--- config.mk ---
export PLATFORM = sky130hd
export DESIGN_NAME = neuron_mac_flat
export DESIGN_NICKNAME = d
export VERILOG_FILES = /design/src/rtl/neuron_pkg.sv /design/src/rtl/neuron_mac_if.sv /design/src/rtl/neuron_mac_round_sat.sv /design/src/rtl/neuron_mac.sv /design/src/flat_wrapper.sv
export SDC_FILE = /design/constraint.sdc
export NUM_CORES = 1
export LEC_CHECK = 0
export BUFFER_PORTS_ARGS = -buffer_cell sky130_fd_sc_hd__buf_2
export CAP_MARGIN = 20
export CORE_AREA = 2 2 125 127
export DETAILED_ROUTE_END_ITERATION = 10
export DIE_AREA = 0 0 127 129
export PLACE_DENSITY_LB_ADDON = 0.15
export SLEW_MARGIN = 20
export SYNTH_ARGS = -nofsm -noshare
export SYNTH_HDL_FRONTEND = slang
export SYNTH_SLANG_ARGS = --single-unit
--- constraint.sdc ---
create_clock -name clk -period 11.8 [get_ports clk]
set_input_delay 2.36 -clock clk [delete_from_list [all_inputs] [get_ports clk]]
set_output_delay 2.36 -clock clk [all_outputs]
set_load 0.01 [all_outputs]
--- src/rtl/neuron_pkg.sv ---
`default_nettype none
// ============================================================================
// neuron_pkg: Q4.4 types, shared widths, MAC state enum, round/saturate helper
// Revision: 1.0
// ============================================================================
package neuron_pkg;

   localparam int DATA_W = 8;
   localparam int FRAC_W = 4;
   localparam int ACC_W  = 20;
   localparam int RND_W  = ACC_W + 1;

   typedef logic signed [DATA_W-1:0] data_t;
   typedef logic signed [ACC_W-1:0]  acc_t;

   typedef enum logic [0:0] {
      ACCUM = 1'b0,
      HOLD  = 1'b1
   } state_t;

   // Round half up, arithmetic shift back to Q4.4, then clamp to the data range.
   function automatic data_t q_round_sat(acc_t a);
      logic signed [RND_W-1:0] biased;
      logic signed [RND_W-1:0] shifted;
      logic signed [RND_W-1:0] sat_max;
      logic signed [RND_W-1:0] sat_min;
      sat_max = RND_W'(2**(DATA_W-1) - 1);
      sat_min = RND_W'(-(2**(DATA_W-1)));
      biased  = RND_W'(a) + RND_W'(2**(FRAC_W-1));
      shifted = biased >>> FRAC_W;
      if (shifted > sat_max) begin
         q_round_sat = sat_max[DATA_W-1:0];
      end else if (shifted < sat_min) begin
         q_round_sat = sat_min[DATA_W-1:0];
      end else begin
         q_round_sat = shifted[DATA_W-1:0];
      end
   endfunction

endpackage
`default_nettype wire

--- src/rtl/neuron_mac_if.sv ---
`default_nettype none
// ============================================================================
// neuron_mac_if: beat-in / result-out valid-ready bundle of the neuron MAC
// Revision: 1.0
// ============================================================================
interface neuron_mac_if #(
   parameter int DATA_W = neuron_pkg::DATA_W
);
   logic                     in_valid;
   logic                     in_ready;
   logic signed [DATA_W-1:0] in_x;
   logic signed [DATA_W-1:0] in_w;
   logic signed [DATA_W-1:0] in_bias;
   logic                     out_valid;
   logic                     out_ready;
   logic signed [DATA_W-1:0] z_value;

   modport master (
      output in_valid, in_x, in_w, in_bias, out_ready,
      input  in_ready, out_valid, z_value
   );

   modport slave (
      input  in_valid, in_x, in_w, in_bias, out_ready,
      output in_ready, out_valid, z_value
   );
endinterface
`default_nettype wire

--- src/rtl/neuron_mac_round_sat.sv ---
`default_nettype none
// ============================================================================
// neuron_mac_round_sat: round-half-up and saturate an accumulator to DATA_W
// Revision: 1.0
// ============================================================================
module neuron_mac_round_sat #(
   parameter int DATA_W = neuron_pkg::DATA_W,
   parameter int FRAC_W = neuron_pkg::FRAC_W,
   parameter int ACC_W  = neuron_pkg::ACC_W
) (
   input  logic signed [ACC_W-1:0]  acc,
   output logic signed [DATA_W-1:0] z
);
   // One extra bit so the rounding increment can never wrap the top of the range.
   localparam int RND_W = ACC_W + 1;
   localparam logic signed [RND_W-1:0] HALF    = RND_W'(2**(FRAC_W-1));
   localparam logic signed [RND_W-1:0] SAT_MAX = RND_W'(2**(DATA_W-1) - 1);
   localparam logic signed [RND_W-1:0] SAT_MIN = RND_W'(-(2**(DATA_W-1)));

   logic signed [RND_W-1:0] biased;
   logic signed [RND_W-1:0] shifted;

   always_comb begin
      biased  = RND_W'(acc) + HALF;
      shifted = biased >>> FRAC_W;
      if (shifted > SAT_MAX) begin
         z = SAT_MAX[DATA_W-1:0];
      end else if (shifted < SAT_MIN) begin
         z = SAT_MIN[DATA_W-1:0];
      end else begin
         z = shifted[DATA_W-1:0];
      end
   end
endmodule
`default_nettype wire

--- src/rtl/neuron_mac.sv ---
`default_nettype none
// ============================================================================
// neuron_mac: serial Q4.4 multiply-accumulate with bias, rounded result held
//             on a valid/ready output until consumed
// Revision: 1.0
// ============================================================================
module neuron_mac #(
   parameter int N_INPUTS = 2,
   parameter int DATA_W   = neuron_pkg::DATA_W,
   parameter int FRAC_W   = neuron_pkg::FRAC_W,
   parameter int ACC_W    = neuron_pkg::ACC_W
) (
   input  logic        clk,
   input  logic        rst,
   neuron_mac_if.slave bus
);
   import neuron_pkg::*;

   localparam int PROD_W = 2 * DATA_W;
   localparam int CNT_W  = (N_INPUTS > 1) ? $clog2(N_INPUTS) : 1;
   localparam logic [CNT_W-1:0] LAST = CNT_W'(N_INPUTS - 1);

   if (ACC_W < 2 * DATA_W + $clog2(N_INPUTS + 1)) begin : g_acc_w_check
      $error("neuron_mac: ACC_W too narrow for N_INPUTS products");
   end

   state_t                   state;
   logic [CNT_W-1:0]         cnt;
   logic signed [ACC_W-1:0]  acc;
   logic signed [DATA_W-1:0] z_reg;

   logic signed [PROD_W-1:0] prod;
   logic signed [ACC_W-1:0]  acc_step;
   logic signed [ACC_W-1:0]  sum;
   logic signed [DATA_W-1:0] z_next;

   always_comb begin
      prod     = PROD_W'(bus.in_x) * PROD_W'(bus.in_w);
      acc_step = acc + ACC_W'(prod);
      // Bias is Q4.4; align it to the Q8.8 products before adding.
      sum      = acc_step + (ACC_W'(bus.in_bias) <<< FRAC_W);
   end

   neuron_mac_round_sat #(
      .DATA_W (DATA_W),
      .FRAC_W (FRAC_W),
      .ACC_W  (ACC_W)
   ) u_round_sat (
      .acc (sum),
      .z   (z_next)
   );

   always_ff @(posedge clk) begin
      if (!rst) begin
         state <= ACCUM;
         cnt   <= '0;
         acc   <= '0;
         z_reg <= '0;
      end else begin
         case (state)
            ACCUM: begin
               if (bus.in_valid) begin
                  if (cnt == LAST) begin
                     z_reg <= z_next;
                     acc   <= '0;
                     cnt   <= '0;
                     state <= HOLD;
                  end else begin
                     acc <= acc_step;
                     cnt <= cnt + 1'b1;
                  end
               end
            end
            HOLD: begin
               if (bus.out_ready) begin
                  state <= ACCUM;
               end
            end
            default: state <= ACCUM;
         endcase
      end
   end

   assign bus.in_ready  = (state == ACCUM);
   assign bus.out_valid = (state == HOLD);
   assign bus.z_value   = z_reg;
endmodule
`default_nettype wire

--- src/flat_wrapper.sv ---
// flat-port wrapper written by rule: the top's interface ports become plain ports
module neuron_mac_flat import neuron_pkg::*;
#(
   parameter int N_INPUTS = 2,
   parameter int DATA_W   = neuron_pkg::DATA_W,
   parameter int FRAC_W   = neuron_pkg::FRAC_W,
   parameter int ACC_W    = neuron_pkg::ACC_W
)
  (clk, rst, bus_in_valid, bus_in_x, bus_in_w, bus_in_bias, bus_out_ready, bus_in_ready, bus_out_valid, bus_z_value);
  neuron_mac_if #(.DATA_W(DATA_W)) bus_i ();
  input  logic clk;
  input  logic rst;
  input wire logic [$bits(bus_i.in_valid)-1:0] bus_in_valid;
  input wire logic [$bits(bus_i.in_x)-1:0] bus_in_x;
  input wire logic [$bits(bus_i.in_w)-1:0] bus_in_w;
  input wire logic [$bits(bus_i.in_bias)-1:0] bus_in_bias;
  input wire logic [$bits(bus_i.out_ready)-1:0] bus_out_ready;
  output wire logic [$bits(bus_i.in_ready)-1:0] bus_in_ready;
  output wire logic [$bits(bus_i.out_valid)-1:0] bus_out_valid;
  output wire logic [$bits(bus_i.z_value)-1:0] bus_z_value;
  assign bus_i.in_valid = bus_in_valid;
  assign bus_i.in_x = bus_in_x;
  assign bus_i.in_w = bus_in_w;
  assign bus_i.in_bias = bus_in_bias;
  assign bus_i.out_ready = bus_out_ready;
  assign bus_in_ready = bus_i.in_ready;
  assign bus_out_valid = bus_i.out_valid;
  assign bus_z_value = bus_i.z_value;
  neuron_mac #(.N_INPUTS(N_INPUTS), .DATA_W(DATA_W), .FRAC_W(FRAC_W), .ACC_W(ACC_W)) u_core (.clk(clk), .rst(rst), .bus(bus_i));
endmodule
==> reports/results.ini <==
[sta]
fin_crit_sh=0.838
finClkSkew_ps=6.84
fin_crit_ps=9890
slew_headroom=0.315
tightest_slew_ps=1020
hold_viol=0
final.setup.tns_ps=0
setup_viol=0
rsz0062_at_grt=no
max_freq_mhz=101
slew_violations=0

[detailed_routing]
num_vias=4580
via_per_inst=5.23
antenna_left=0
routed_wl_um=13300
drc=0
drtPass1Iterations=4
wl_per_cell_um=15.2
drt-initial-drc-count=219

[logic_synthesis]
synth-edff-count=0
syn_area_per_cell_um2=8.84
async_flop_share=0
netlist-cell-type-count=59
synth_top_area_cell=fa_1
ys_seq_area_frac=0.104
synth.area.top_cells=fa_1 (31%), ha_1 (14%), dfxtp_1 (10%)
synthesis.instances=656
ys_seq_elements=30
syn_nets=836
syn_area_um2=5800
ys.flop_type=dfxtp_1
synth_top_area_frac=0.307
ys.warnings.count=0

[clock_tree]
post-cts-setup-buffers=0
clock_path_buffers=2
ctsResizeCount=0
cts_root_buffer=clkbuf_16
htree_levels=2
cts_tree=done
cts.sinks=30
clk_pin_slew_worst_paths_ps=50
clk_latency_ps=270
cts_hold_buffers=0
cts_buffers=5

[floorplanning]
chipHeight_um=129
ios=38
die_area_um2=16400
core_area_um2=15000
start_util=0.387
dieWidth_um=127
rows=45

[status]
status=completed

[cells_and_area]
final_area_um2=6350
diodes=0
final_common_cell=inv_1
fin_util=0.424
final_cell_mix=inv_1 (106), fa_1 (89), ha_1 (63), nor2_1 (51), nand2_1 (43)
area_delta_synth_final_pct=9.47
nets=868
final_layout_size_suffix_gt1_frac=0.0828

[worst_hold_path]
holdPathEnd=u_core.bus.z_value[7]$_SDFFE_PN0P_
min-delay-path-class=reg2reg
worstHoldStart=u_core.bus.z_value[7]$_SDFFE_PN0P_
hold_depth=2

[global_routing]
grt_overflow=0
grt_max_degree=30
grt_pass1_wl_um=23800
grt_pass1_vias=4715
gr-usage-all-layers=0.177
antenna_found_initial=0

[critical_path]
path_max_fanout=13
r2r_start=u_core.acc[6]$_SDFFE_PN0P_
reg2regPathDepth=28
critPathKind=in2reg
start_kind=input pin
r2r_slack_ps=4450
cp-end-kind=register
r2r-end=u_core.bus.z_value[6]$_SDFFE_PN0P_
crit_arrival_ps=10110
cp.required_ps=12020

[placement]
io_buffers=37
gp_congestion=0.819
dpl-instance-area_um2=6180
place_hpwl_um=11500

[flow_run]
drv_cap=0

## final cells by class
| class | instances | area, µm² |
|---|---|---|
| inverters | 107 | 402 |
| repair buffers | 39 | 200 |
| well taps | 188 | 235 |
| fillers | 1483 | 8630 |
| clock buffers | 6 | 139 |
| clock inverters | 1 | 30.0 |
| multi-input cells | 505 | 4740 |
| flip-flops and latches | 30 | 601 |
## critical path: stages
cell and delay, ps:
buf_2 170, and2_1 610, inv_1 140, fa_1 520, inv_1 50, fa_1 520
fa_1 440, fa_1 590, fa_1 430, ha_1 350, o21ai_0 120, o21bai_1 100
a21oi_1 240, o21bai_1 90, a21oi_1 240, o21bai_1 120, a21oi_1 180, xnor2_1 110
ha_1 410, and2_1 230, or3_1 130, o2111ai_1 100, a311oi_1 520, nand3_1 140
nor4_1 280, a21boi_1 170, a21oi_1 480, a221o_1 250
## cell usage after synthesis, drive strengths merged, types with 2 or more instances
master,count
nand2,43
clkbuf,11
a21oi,36
mux2i,2
dfxtp,30
a22oi,12
nor2b,3
o2111ai,2
and3,3
o21bai,7
buf,3
a211oi,7
and2,35
nor3b,6
a31oi,3
a221o,7
a21o,8
inv,106
nand3,12
a311oi,2
nor2,51
o31ai,2
nor4,7
or3,4
nand4,3
o21a,6
fa,89
o21ai,18
ha,63
xnor2,26
nand2b,4
o31a,3
xor2,10
nor3,14
## registers in the layout, summed over array words and instances, names as in the netlist
register and flops:
u_core.acc 20, u_core.bus.z_value 8, u_core.bus.out_valid 1, u_core.cnt 1
## metal layers
layer | up-vias | share of wire | GRT usage
met5 | - | 0 | 0
met4 | 0 | 0.0056 | 0.0213
met1 | 2242 | 0.51 | 0.267
li1 | 2245 | - | -
met3 | 7 | 0.033 | 0.0158
met2 | 86 | 0.45 | 0.287
## how the worst max path moves through the flow
stage / slack [ps] / startpoint / to
detailed placement: 1690 / bus_in_w[0] / u_core.bus.z_value[6]$_SDFFE_PN0P_
global route: 1340 / bus_in_w[0] / u_core.bus.z_value[6]$_SDFFE_PN0P_
floorplan: 2670 / bus_in_x[7] / u_core.bus.z_value[6]$_SDFFE_PN0P_
finish: 1910 / bus_in_w[0] / u_core.bus.z_value[6]$_SDFFE_PN0P_
global placement: 1950 / bus_in_w[0] / u_core.bus.z_value[6]$_SDFFE_PN0P_
CTS: 1920 / bus_in_w[0] / u_core.bus.z_value[6]$_SDFFE_PN0P_
## logic make-up after synthesis
| family | Yosys count | share of synthesized area |
|---|---|---|
| and+or+nand+nor | 190 | 0.162 |
| muxes | 2 | 0.00345 |
| xor gates and xnor gates | 37 | 0.0595 |
| adders and majority gates | 152 | 0.443 |
| DFF | 30 | 0.104 |
| AOI/OAI and AO/OA | 124 | 0.150 |
| buffers and inverters | 121 | 0.0787 |
## through the flow
stage	hold WS (ps)	setup WS (ps)	cells
floorplan	457	2670	656
global placement	446	1950	869
detailed placement	447	1690	869
CTS	453	1920	876
global route	502	1340	876
finish	454	1910	876
Power is left out: the tool's default activity adds up to more than one toggle a clock period on the data nets, which glitch-free logic cannot reach.
